===== src/rtl/music_sequencer.sv =====
// ---------------------------------------------------------------------------
// music_sequencer
//
// Player-side driver for the note-length/note-change interface. Walks a song
// stored in an external synchronous ROM (one byte per note), presents each
// note's length code and pitch, and advances to the next note every time the
// music timer pulses note_change. Playback ends at an end-marker byte or at
// the last valid ROM address.
//
// Ports:
//   clk          system clock
//   rst          synchronous, active-high reset
//   play         start pulse, honoured only when idle or finished
//   stop         abort playback, overrides every other input
//   note_change  one-cycle pulse from the timer at the end of a note
//   rom_addr     song ROM read address
//   rom_data     ROM word, [7:4] length code, [3:0] pitch, one cycle latency
//   length       length code to the timer (0 = none)
//   pitch        pitch index to the tone generator (0 = rest)
//   playing      high while a song is being fetched or played
//   song_done    one-cycle pulse when the end of the song is reached
//
// Optional feature macro: MUSIC_SEQ_LOOP_EN
//   When defined the song restarts from address 0 instead of finishing,
//   except for an end marker at address 0, which would otherwise loop
//   forever in silence.
// ---------------------------------------------------------------------------
module music_sequencer #(
    parameter int ADDR_W   = 6,
    parameter int SONG_LEN = 64
) (
    input  logic              clk,
    input  logic              rst,
    input  logic              play,
    input  logic              stop,
    input  logic              note_change,
    output logic [ADDR_W-1:0] rom_addr,
    input  logic [7:0]        rom_data,
    output logic [3:0]        length,
    output logic [3:0]        pitch,
    output logic              playing,
    output logic              song_done
);

    typedef enum logic [2:0] {
        IDLE,
        FETCH,
        WAIT,
        LATCH,
        PLAY,
        DONE
    } state_t;

    localparam logic [ADDR_W-1:0] LAST_ADDR = ADDR_W'(SONG_LEN - 1);

    state_t            state;
    state_t            state_nxt;
    logic [ADDR_W-1:0] addr_nxt;
    logic [3:0]        length_nxt;
    logic [3:0]        pitch_nxt;
    logic              playing_nxt;
    logic              done_nxt;
    logic              rom_is_note;

    // Only length codes 1..7 are real notes. Code 0 and the reserved codes
    // 8..15 never let the timer advance, so they all act as end markers.
    assign rom_is_note = (rom_data[7] == 1'b0) && (rom_data[6:4] != 3'd0);

    // Next-state and next-output logic. Every output is registered, so this
    // block decides what each register holds after the coming edge. Stop is
    // checked before the state decode so it beats play, note_change and an
    // end marker arriving in the same cycle. Length is dropped to zero on
    // every note boundary so the timer restarts its count for each note.
    always_comb begin
        state_nxt  = state;
        addr_nxt   = rom_addr;
        length_nxt = length;
        pitch_nxt  = pitch;
        done_nxt   = 1'b0;

        if (stop) begin
            state_nxt  = IDLE;
            addr_nxt   = '0;
            length_nxt = 4'd0;
            pitch_nxt  = 4'd0;
        end else begin
            case (state)
                IDLE, DONE: begin
                    length_nxt = 4'd0;
                    pitch_nxt  = 4'd0;
                    if (play) begin
                        state_nxt = FETCH;
                        addr_nxt  = '0;
                    end
                end
                FETCH: begin
                    length_nxt = 4'd0;
                    state_nxt  = WAIT;
                end
                WAIT: begin
                    state_nxt = LATCH;
                end
                LATCH: begin
                    if (rom_is_note) begin
                        length_nxt = rom_data[7:4];
                        pitch_nxt  = rom_data[3:0];
                        state_nxt  = PLAY;
                    end else begin
                        length_nxt = 4'd0;
                        pitch_nxt  = 4'd0;
                        done_nxt   = 1'b1;
`ifdef MUSIC_SEQ_LOOP_EN
                        if (rom_addr != '0) begin
                            state_nxt = FETCH;
                            addr_nxt  = '0;
                        end else begin
                            state_nxt = DONE;
                        end
`else
                        state_nxt = DONE;
`endif
                    end
                end
                PLAY: begin
                    if (note_change) begin
                        length_nxt = 4'd0;
                        if (rom_addr < LAST_ADDR) begin
                            addr_nxt  = rom_addr + ADDR_W'(1);
                            state_nxt = FETCH;
                        end else begin
                            pitch_nxt = 4'd0;
                            done_nxt  = 1'b1;
`ifdef MUSIC_SEQ_LOOP_EN
                            addr_nxt  = '0;
                            state_nxt = FETCH;
`else
                            state_nxt = DONE;
`endif
                        end
                    end
                end
                default: begin
                    state_nxt  = IDLE;
                    addr_nxt   = '0;
                    length_nxt = 4'd0;
                    pitch_nxt  = 4'd0;
                end
            endcase
        end

        playing_nxt = (state_nxt == FETCH) || (state_nxt == WAIT) ||
                      (state_nxt == LATCH) || (state_nxt == PLAY);
    end

    // State and output registers. Reset puts everything back to a silent
    // idle sequencer; a reset mid-note shows the timer length 0, which
    // clears the timer as well.
    always_ff @(posedge clk) begin
        if (rst) begin
            state     <= IDLE;
            rom_addr  <= '0;
            length    <= 4'd0;
            pitch     <= 4'd0;
            playing   <= 1'b0;
            song_done <= 1'b0;
        end else begin
            state     <= state_nxt;
            rom_addr  <= addr_nxt;
            length    <= length_nxt;
            pitch     <= pitch_nxt;
            playing   <= playing_nxt;
            song_done <= done_nxt;
        end
    end

endmodule


===== config.mk =====
export PLATFORM = sky130hd
export DESIGN_NAME = music_sequencer
export DESIGN_NICKNAME = d
export VERILOG_FILES = /design/src/rtl/music_sequencer.sv
export SDC_FILE = /design/constraint.sdc
export NUM_CORES = 1
export LEC_CHECK = 0
export BUFFER_PORTS_ARGS = -buffer_cell sky130_fd_sc_hd__buf_2
export CORE_MARGIN = 3
export CORE_UTILIZATION = 44
export CTS_CLUSTER_DIAMETER = 120
export CTS_CLUSTER_SIZE = 20
export DETAILED_ROUTE_END_ITERATION = 16
export HOLD_SLACK_MARGIN = 0.06
export PLACE_DENSITY = 0.73
export SLEW_MARGIN = 0
export SYNTH_ARGS = -nofsm -noshare
export SYNTH_HDL_FRONTEND = slang
export SYNTH_SLANG_ARGS = --single-unit

===== constraint.sdc =====
create_clock -name clk -period 1.6 [get_ports clk]
set_clock_uncertainty 0.2 [all_clocks]
set_input_delay 0.16 -clock clk [delete_from_list [all_inputs] [get_ports clk]]
set_output_delay 0.16 -clock clk [all_outputs]
set_load 0.1 [all_outputs]

Yosys cells after proc, flatten, opt, wreduce, memory -nomap -nowiden
Cells that the tools add are included.
{"block": "word_totals", "word_cells": 59, "out_inout_bits": 16, "register_bits": 19}
{"block": "op_classes", "magnitude_cmp": 1, "eq_ne": 13, "n_mux": 21, "bitwise": 4, "n_reduce_logical": 13, "addsub": 1}
{"op": "4-bit one-hot mux with 3 select lines", "count": 2}
{"op": "4-bit 2-to-1 mux", "count": 5}
{"op": "6-bit 2-to-1 mux", "count": 3}
{"op": "6-bit one-hot mux with 3 select lines", "count": 1}
{"op": "3-bit one-hot mux with 5 select lines", "count": 1}
{"op": "3-bit by 2-bit equality test with 1-bit output, second input constant", "count": 4}
{"op": "3-bit 2-to-1 mux", "count": 4}
{"op": "3-bit equality test, second input constant", "count": 3}
{"op": "2-bit != test, second input constant", "count": 4}
{"op": "6-bit by 1-bit adder with 6-bit output, second input constant", "count": 1}
{"op": "3-bit by 1-bit equality test with 1-bit output, second input constant", "count": 2}
{"op": "6-bit < comparator, second input constant", "count": 1}
{"op": "2-bit OR reduction", "count": 3}
{"op": "1-bit 2-to-1 mux", "count": 4}
{"op": "1-bit NOT", "count": 4}
{"op": "4-bit AND reduction", "count": 1}
{"op": "3-bit zero test", "count": 1}
{"op": "1-bit logical OR", "count": 3}
{"op": "3-bit AND reduction", "count": 1}
{"op": "3-bit nonzero test", "count": 1}
{"op": "3-bit OR reduction", "count": 1}
{"op": "1-bit one-hot mux with 2 select lines", "count": 1}
{"op": "2-bit AND reduction", "count": 1}
{"op": "1-bit logical AND", "count": 1}

Depth between registers and ports, before layout
Gate-level depths: netlist (run 1).
{"block": "logic_depth", "word_depth": 9, "mapped_depth": 6, "mapped_depth_nobuf": 6}

Least setup slack after synthesis (run 1)
Ideal clock, no wire load.
{"block": "synth_timing", "path_kind": "register to register", "startpoint": "reg rom_addr[0]", "endpoint": "reg playing", "period_less_slack_ps": 2340, "required_time_ps": 1316, "path_buffers": 0, "stages_incl_launch_ff": 7, "path_slack_ps": -740, "t_arrival_ps": 2056, "setup_time_ps": 84, "cell_sequence": "dfxtp_1 -> ha_1 -> nand2_1 -> o21ai_0 -> a31oi_1 -> xnor2_1 -> o31ai_2"}
{"block": "synth_between", "elab_chain_len": 9}
{"item": "start, declared", "line_no": "37", "text": "output logic [ADDR_W-1:0] rom_addr,"}
{"item": "start signal, assigned", "line_no": "168", "text": "rom_addr <= addr_nxt;"}
{"item": "6-bit < comparator *", "line_no": "127", "text": "if (rom_addr < LAST_ADDR) begin"}
{"item": "3-bit 2-to-1 mux *", "line_no": "127"}
{"item": "3-bit 2-to-1 mux *", "line_no": "125", "text": "if (note_change) begin"}
{"item": "3-bit one-hot mux with 5 select lines *", "line_no": "87", "text": "case (state)"}
{"item": "3-bit 2-to-1 mux *", "line_no": "81", "text": "if (stop) begin"}
{"item": "3-bit by 1-bit equality test with 1-bit output / 3-bit by 2-bit equality test with 1-bit output (equally long branches)", "line_no": "151", "text": "playing_nxt = (state_nxt == FETCH) || (state_nxt == WAIT) ||"}
{"item": "1-bit logical OR (2 in series)", "line_no": "151"}
{"item": "1-bit logical OR *", "line_no": "152", "text": "(state_nxt == LATCH) || (state_nxt == PLAY);"}
{"item": "end signal, assigned", "line_no": "171", "text": "playing <= playing_nxt;"}
{"item": "end, declared", "line_no": "41", "text": "output logic playing,"}
Every way passes the cells marked *; elsewhere a longest branch is shown, timed or not.
A chain may end at the register's enable or synchronous reset.

Worst setup path in the final report (run 1)
{"block": "layout_timing", "startpoint": "reg rom_addr[1]", "endpoint": "out rom_addr[1]"}
No word-level cell between the ends.

==> results, run 1 <==
- The flow ran to the end, and the final reports show no timing, DRC or antenna violations.
- In this run the power density over the cells is 626 mW/mm2.
- Of the total power, the share spent switching nets is 0.270.
- The number of remaining DRC errors is 0.
- After layout, the minimum clock period comes to 1570 ps.
- The share of synthesized area occupied by flip-flops and latches is 0.405.
- The most used flip-flop cell after synthesis is dfxtp_1.
- The type of the most critical hold path is in -> reg.
- The relative contribution of sequential cells to total power is 0.557.
- The clock reaches the later pin of the worst-skew pair after 300 ps.
- The internal power contribution is 0.000620 W.
- Of the post-synthesis cell area, the dominant cell type holds 0.405.
- The number of top-level design ports is 29.
- The actual slew at the worst max-slew pin is 489 ps.
- Summing internal, switching and leakage power gives 0.000849 W.
- In this run, placement finished with an instance count of 167.
- In this run the cell area of the synthesized design comes to 938 um2.
- The highest fanout seen on the critical path is 4.
- The relative max-transition margin is 0.676.
- The hold violation total from the final report is 0.
- The tightest hold path in the finished design has a slack of 64.6 ps.
- The number of synthesis warnings is 0.
- Counting flops and latches in the post-synthesis netlist gives 19.
- The setup TNS after final layout is 0 ps.
- The kind of end point of the critical path is an output port.
- The die covers 0.00272 mm2.
- Synthesis produced a netlist whose cell count is 108.
- The critical path is of the reg -> out type.
- The cell leakage power is 0.527 nW.
- The worst setup path is launched from a flop.
- The floorplan row count is 16.
- Measured along the y axis, the die boundary spans 52.2 um.
- Using the TritonRoute via totals, the vias-per-cell ratio works out to 5.18.
- Among all cell types in the netlist, the one instantiated most often is dfxtp_1.
- In this design, the stage delay of the slowest critical-path cell is 410 ps.
- The CTS tree is yes.
- Compared with the post-synthesis result, the final layout area differs by 44.4%.
- In this run the power spent charging and discharging nets is 0.000229 W.
- The repair_antennas step left the layout with diodes totalling 0.
- The first global-routing pass estimated 3860 um of wire.
- The routed via count is 942.
- The detail route stage leaves a number of antenna-violating nets equal to 0.
- The die extent in x is 52.2 um.
- The critical path contains buffers and inverters numbering 2 combined.
- The total routed wirelength is 2320 um.
- Clock-pin slew was measured on the worst setup and hold paths at 110 ps.
- In this run the deepest clock path goes through 2 buffers.
- Dividing the detail-routed wire length by the instance count gives 12.8 um.
- The number of global-route vias before repair is 936.
- The data required time at the worst endpoint is 1240 ps.
- The number of DRC markers in iteration 0 is 7.
- At the worst endpoint, the arrival time is 1210 ps.
- The count of pins over their slew limit is 0.
- In this run the tool buffered the top-level ports with 28 buffer cells.
- The final weighted congestion in routability-driven placement is 0.778.
- CTS placed an instance of clkbuf_4 at the clock tree root.
- The initial utilization of the core area, before any placement, comes to 0.473.
- The net count after synthesis is 122.
- Setup repair after global routing could not meet its margin everywhere.
- The remaining global-route overflow is 0.
- The number of flops mapped to enable cells by yosys is 0.
- The highest achievable clock rate is 637 MHz.
- The total number of H-tree levels is 1.
- By area the synthesized netlist is led by dfxtp_1, xnor2_1, nor2_1.
- The all-layer global routing usage is 0.191.
- The first detailed-routing pass ran for 4 iterations.
- The combinational fraction of design power is 0.150.
- The initial antenna violation count was 0.
- After the flow finishes, the layout carries non-filler instances totaling 182.
- A synthesized cell averages 8.69 um2.
- IR analysis of the VDD net gives a maximum drop of 0.000439 V.
- The cell type with the largest total area after synthesis is dfxtp_1.
- The clock sink total is 19.
- The CTS buffer count is 3.
- Of all flip-flops after synthesis, the portion carrying an async set or reset was 0.
- The wire-length estimate of the detail-placed layout is 1620 um.
- The maximum number of pins on one net before global-route repair is 11.
- The post-synthesis cell type count is 35.
- The signal on the critical path passes through buf_4, buf_2.
- Setup violations remaining at the end of the flow were counted as 0.
- The number of nets in the layout is 170.
- Among all stages on the critical path, the largest delay is contributed by buf_2.
- Sorting the synthesized cells by how often they occur yields dfxtp_1, nor2_1, nand2_1.
- The cell type group with the largest total delay on the critical path is buffers and inverters.
- The tool flagged a number of max-cap violations equal to 0.
- The layout cell share with drive strength beyond 1 is 0.432.
- The filler cell count in the final layout is 156.
- After floorplanning, the core was sized to cover 0.00198 mm2.
- In the finished design, the share of the clock period the worst path needs comes to 0.982.
- The portion of total power attributed to the clock network is 0.293.
## cells by family (layout without fill, tap and decap cells)
kind of cell | after synthesis | after routing | share of synthesized area
DFF | 19 | 19 | 0.405
and+or+nand+nor | 43 | 43 | 0.217
xor gates and xnor gates | 7 | 7 | 0.0653
adders and majority gates | 1 | 1 | 0.0133
buffers and inverters | 10 | 57 | 0.0587
AOI/OAI and AO/OA | 28 | 28 | 0.240
## worst min-delay path: stages
cell and delay (ps):
buf_2 100, nor3_1 80, a22oi_1 140, nor2_1 60
## final timing paths
kind / startpoint / endpoint / slack (ps) / cells after the start
setup / recovery: rom_addr[1] / rom_addr[1] / 30 / 2
hold / removal: rom_data[7] / length[0] / 60 / 4
setup reg to reg: rom_addr[0] / rom_addr[5] / 50 / 6
hold reg to reg: pitch[3] / pitch[3] / 260 / 2
## metal layers
| layer | track usage | part of all wire | wire [um] | vias to the layer above |
|---|---|---|---|---|
| met4 | 0.0851 | 0.012 | 29 | 0 |
| met2 | 0.341 | 0.53 | 1230 | 27 |
| li1 | - | - | - | 475 |
| met3 | 0.0256 | 0.042 | 97 | 4 |
| met1 | 0.225 | 0.42 | 969 | 436 |
| met5 | 0 | 0 | 0 | - |
## power groups by stage
| stage | Combinational [W] | Clock (W) | Sequential (W) |
|---|---|---|---|
| 6_report | 0.000127 | 0.000248 | 0.000473 |
| 5_1_grt | 0.000137 | 0.000266 | 0.000474 |
| 3_3_place_gp | 0.000101 | 0 | 0.000484 |
| 2_1_floorplan | 0.0000472 | 0 | 0.000502 |
| 3_5_place_dp | 0.000104 | 0 | 0.000484 |
| 4_1_cts | 0.000122 | 0.000248 | 0.000474 |
## state kept, by name, indices dropped and copies added (netlist names)
name / count
length: 4
pitch: 4
playing: 1
rom_addr: 6
song_done: 1
state: 3
## per-stage QoR
stage	util	instance area, um2	setup WS [ps]
after floorplan	-	988	-70.5
after global placement	0.600	1190	56.7
after detailed placement	0.600	1190	-4.87
after CTS	0.665	1320	2.72
after global routing	0.684	1360	-26.5
final	0.684	1360	28.9
## placed cells by master (no fill, tap or decap), types with 4 or more instances in the layout
master	count
buf_2	27
buf_4	10
dfxtp_1	10
dfxtp_4	7
dlygate4sd3_1	10
inv_1	5
nand2_1	8
nor2_1	13
nor3_1	4
o21ai_1	6
xnor2_1	7
## final cells by class
cell class,count,area (um2),area share
Inverter,6,22.5,0.0166
Tap cell,27,33.8,0.0249
Clock buffer,4,26.3,0.0194
Multi-Input combinational cell,79,553,0.408
Timing Repair Buffer,47,310,0.229
Sequential cell,19,409,0.302
## timing repair
item / CTS / global route
hold buffers: 10 / 0
buffers inserted: 0 / 1
pin swaps: 0 / 9
resized for setup: 2 / 12
endpoints found under the setup margin: 1 / 10
endpoints found under the hold margin: 14 / 0
(Power assumes the default switching activity.)
==> run 2, diff against run 1 <==
--- a/constraint.sdc
+++ b/constraint.sdc
@@ -4,2 +4,2 @@
 set_output_delay 0.16 -clock clk [all_outputs]
-set_load 0.1 [all_outputs]
+set_load 0.01 [all_outputs]
==> run 2 against run 1 <==
Compared with the run above: total power fell by 0.33%; first-iteration DRC count grew to 3.7 times the previous value; sequential power is 2% higher; clock-buffer cell count fell by 1; hold slack gained 55 ps; sequential cell count stayed put; highest routed layer unchanged.
==> results, run 2 (synthesis results as in run 1) <==
- The number of top-level design ports is 29.
- The final-report setup violation count is 0.
- The number of remaining DRC errors is 0.
- The area of the die is 0.00272 mm2.
- The final critical path time including I/O delays and setup is 1580 ps.
- The initial antenna violation count was 0.
- Routability-driven placement finished with a final weighted congestion of 0.774.
- The floorplan has 16 rows.
- The clock-pin slew of the registers on the worst-case setup and hold paths is 120 ps.
- The number of global-route vias before repair is 959.
- STA puts the critical path data arrival time at 1570 ps.
- Timing would allow up to 633 MHz.
- The critical path's slowest cell is dfxtp_2.
- The total number of H-tree levels is 1.
- Fill cells in the final layout number 156.
- The number of inserted diodes is 0.
- The detailed router placed 989 vias in this run.
- The root buffer cell is clkbuf_4.
- The number of maximum-capacitance constraint violations is 0.
- The worst setup path is launched from a flop.
- The HPWL after detailed placement is 1740 um.
- The highest ir drop seen on vdd is 0.000442 V.
- In the final layout, the registers with the most flip-flops are rom_addr: 6 flops, length: 4 flops, pitch: 4 flops.
- The peak per-stage delay on the critical path is 360 ps.
- The count of pins over their slew limit is 0.
- The cell leakage power is 0.559 nW.
- For this run, the number of standard cells in the final layout without fillers is 187.
- Total power for the finished layout comes to 0.000846 W.
- The run finished with clean final reports.
- Clock tree synthesis inserted a total of 3 buffers.
- For this run, the total global-route usage over all layers was measured as 0.200.
- Traced cell by cell, the critical path runs through ha_4, nand2_4, o2111ai_4, a211oi_2, xnor2_1, nor2_1.
- The total overflow left after global routing is 0.
- The number of nets in the layout is 175.
- The number of post-CTS setup repair buffers is 0.
- The most flop-heavy register is rom_addr.
- The flip-flop count of the largest register, all copies and words added is 6.
- Setup repair after global routing could not meet its margin everywhere.
- For this configuration, the core starts out at a cell density of 0.473.
- The number of DRC markers in iteration 0 is 26.
- The area growth from synthesis to layout is 47.7%.
- In this run the tool buffered the top-level ports with 28 buffer cells.
- The buffer depth of the longest clock path is 2.
- In this design, the largest share of critical-path delay is due to compound AO/OA/AOI/OAI gates.
- The final-layout worst hold slack is 120 ps.
- The setup path with the least slack is of type reg -> reg.
- The remaining antenna violation count is 0.
- The kind of end point of the critical path is a flop.
- Counting both buffers and inverters, the worst setup path holds a total of 0.
- The global-route wire length before repair is 4070 um.
- Along the worst path, the maximum fanout reaches 6.
- The die outline height is 52.2 um.
- The data required time at the worst endpoint is 1590 ps.
- Setup total negative slack on the finished layout was measured at 0 ps.
- The relative max-transition margin is 0.713.
- Using the TritonRoute via totals, the vias-per-cell ratio works out to 5.29.
- The final period utilization is 0.987.
- The mean routed wirelength per cell is 13.6 um.
- The top cell types in the final layout, fill and taps aside, are buf_2, dfxtp_1, nor2_1.
- The hold violation total from the final report is 0.
- Counting every sink on the clock net gives 19.
- The first detailed-routing pass took 4 iterations.
- After detailed placement, the design holds a cell count of 172.
- Entering global routing, the biggest net connects 12 pins.
- Summed over all layers, the routed wires come to 2550 um.
- In the final layout, the share of cells above drive strength 1 is 0.431.
- The power density over cell area is 610 mW/mm2.
- Clock latency on the worst-skew pair, taken at its later pin, is 300 ps.
- The core region is 0.00198 mm2.
- The sequential cells in the finished layout cover a total of 389 um2.
- The CTS tree is yes.
- At the pin with the least slew margin, the transition time is 427 ps.
- The die extent in x is 52.2 um.
- Once layout is complete, the utilization of the core stands at 0.699.
- The most frequent standard cell in the layout excluding fill and tap cells is buf_2.
- The total area of multi-input combinational cells is 562 um2.
- The worst hold path belongs to the class in -> reg.
-- run 2: changes by cell type in the layout (fill, tap and decap cells not counted), moves of 2 or more --
cell / change
buf_4: +2
dfxtp_1: +4
dfxtp_2: +2
dfxtp_4: -6
o21ai_0: +2
o21ai_1: -2
-- run 2: layout make-up --
cell class	count	area share
Clock buffer	3	0.0162
Clock inverter	1	0.00361
Inverter	6	0.0162
Multi-Input combinational cell	79	0.405
Sequential cell	19	0.281
Tap cell	27	0.0244
Timing Repair Buffer	52	0.254
-- run 2: where the power goes --
part           switching [W]  total (W)  internal [W]  leakage (nW)
combinational      0.0000560   0.000115     0.0000595         0.385
sequential        0.00000491   0.000482      0.000477         0.156
clock               0.000155   0.000248     0.0000932        0.0177
-- run 2: what timing repair did --
item | 4_1_cts | 5_1_grt
resized for setup | 3 | 16
hold buffers | 11 | 0
pin swaps | 2 | 5
endpoints found under the hold margin | 14 | 0
setup endpoints to repair | 5 | 13
-- run 2: worst min-delay path: stages --
cell and delay (ps):
buf_2 120, nor2_1 120, or3_1 120, a21oi_1 60
-- run 2: stage by stage --
step,instance area (um2),setup slack [ps]
after floorplan,941,6.89
after global placement,1180,43.3
after detailed placement,1180,-9.35
after CTS,1330,1.28
after global routing,1390,-49.2
final,1390,20.2
-- run 2: per-layer routing --
| metal | global-route usage | up-vias | wire, um |
|---|---|---|---|
| li1 | - | 487 | - |
| met1 | 0.235 | 463 | 1080 |
| met2 | 0.356 | 33 | 1310 |
| met3 | 0.0285 | 6 | 115 |
| met4 | 0.0894 | 0 | 50 |
| met5 | 0 | - | 0 |
-- run 2: path summary, 6_finish.rpt --
check,startpoint,endpoint,cells after the start,slack [ps]
min,rom_data[7],song_done,4,120
max reg2reg,rom_addr[0],rom_addr[5],6,20
min reg2reg,pitch[2],pitch[2],2,270
max,rom_addr[0],rom_addr[5],6,20
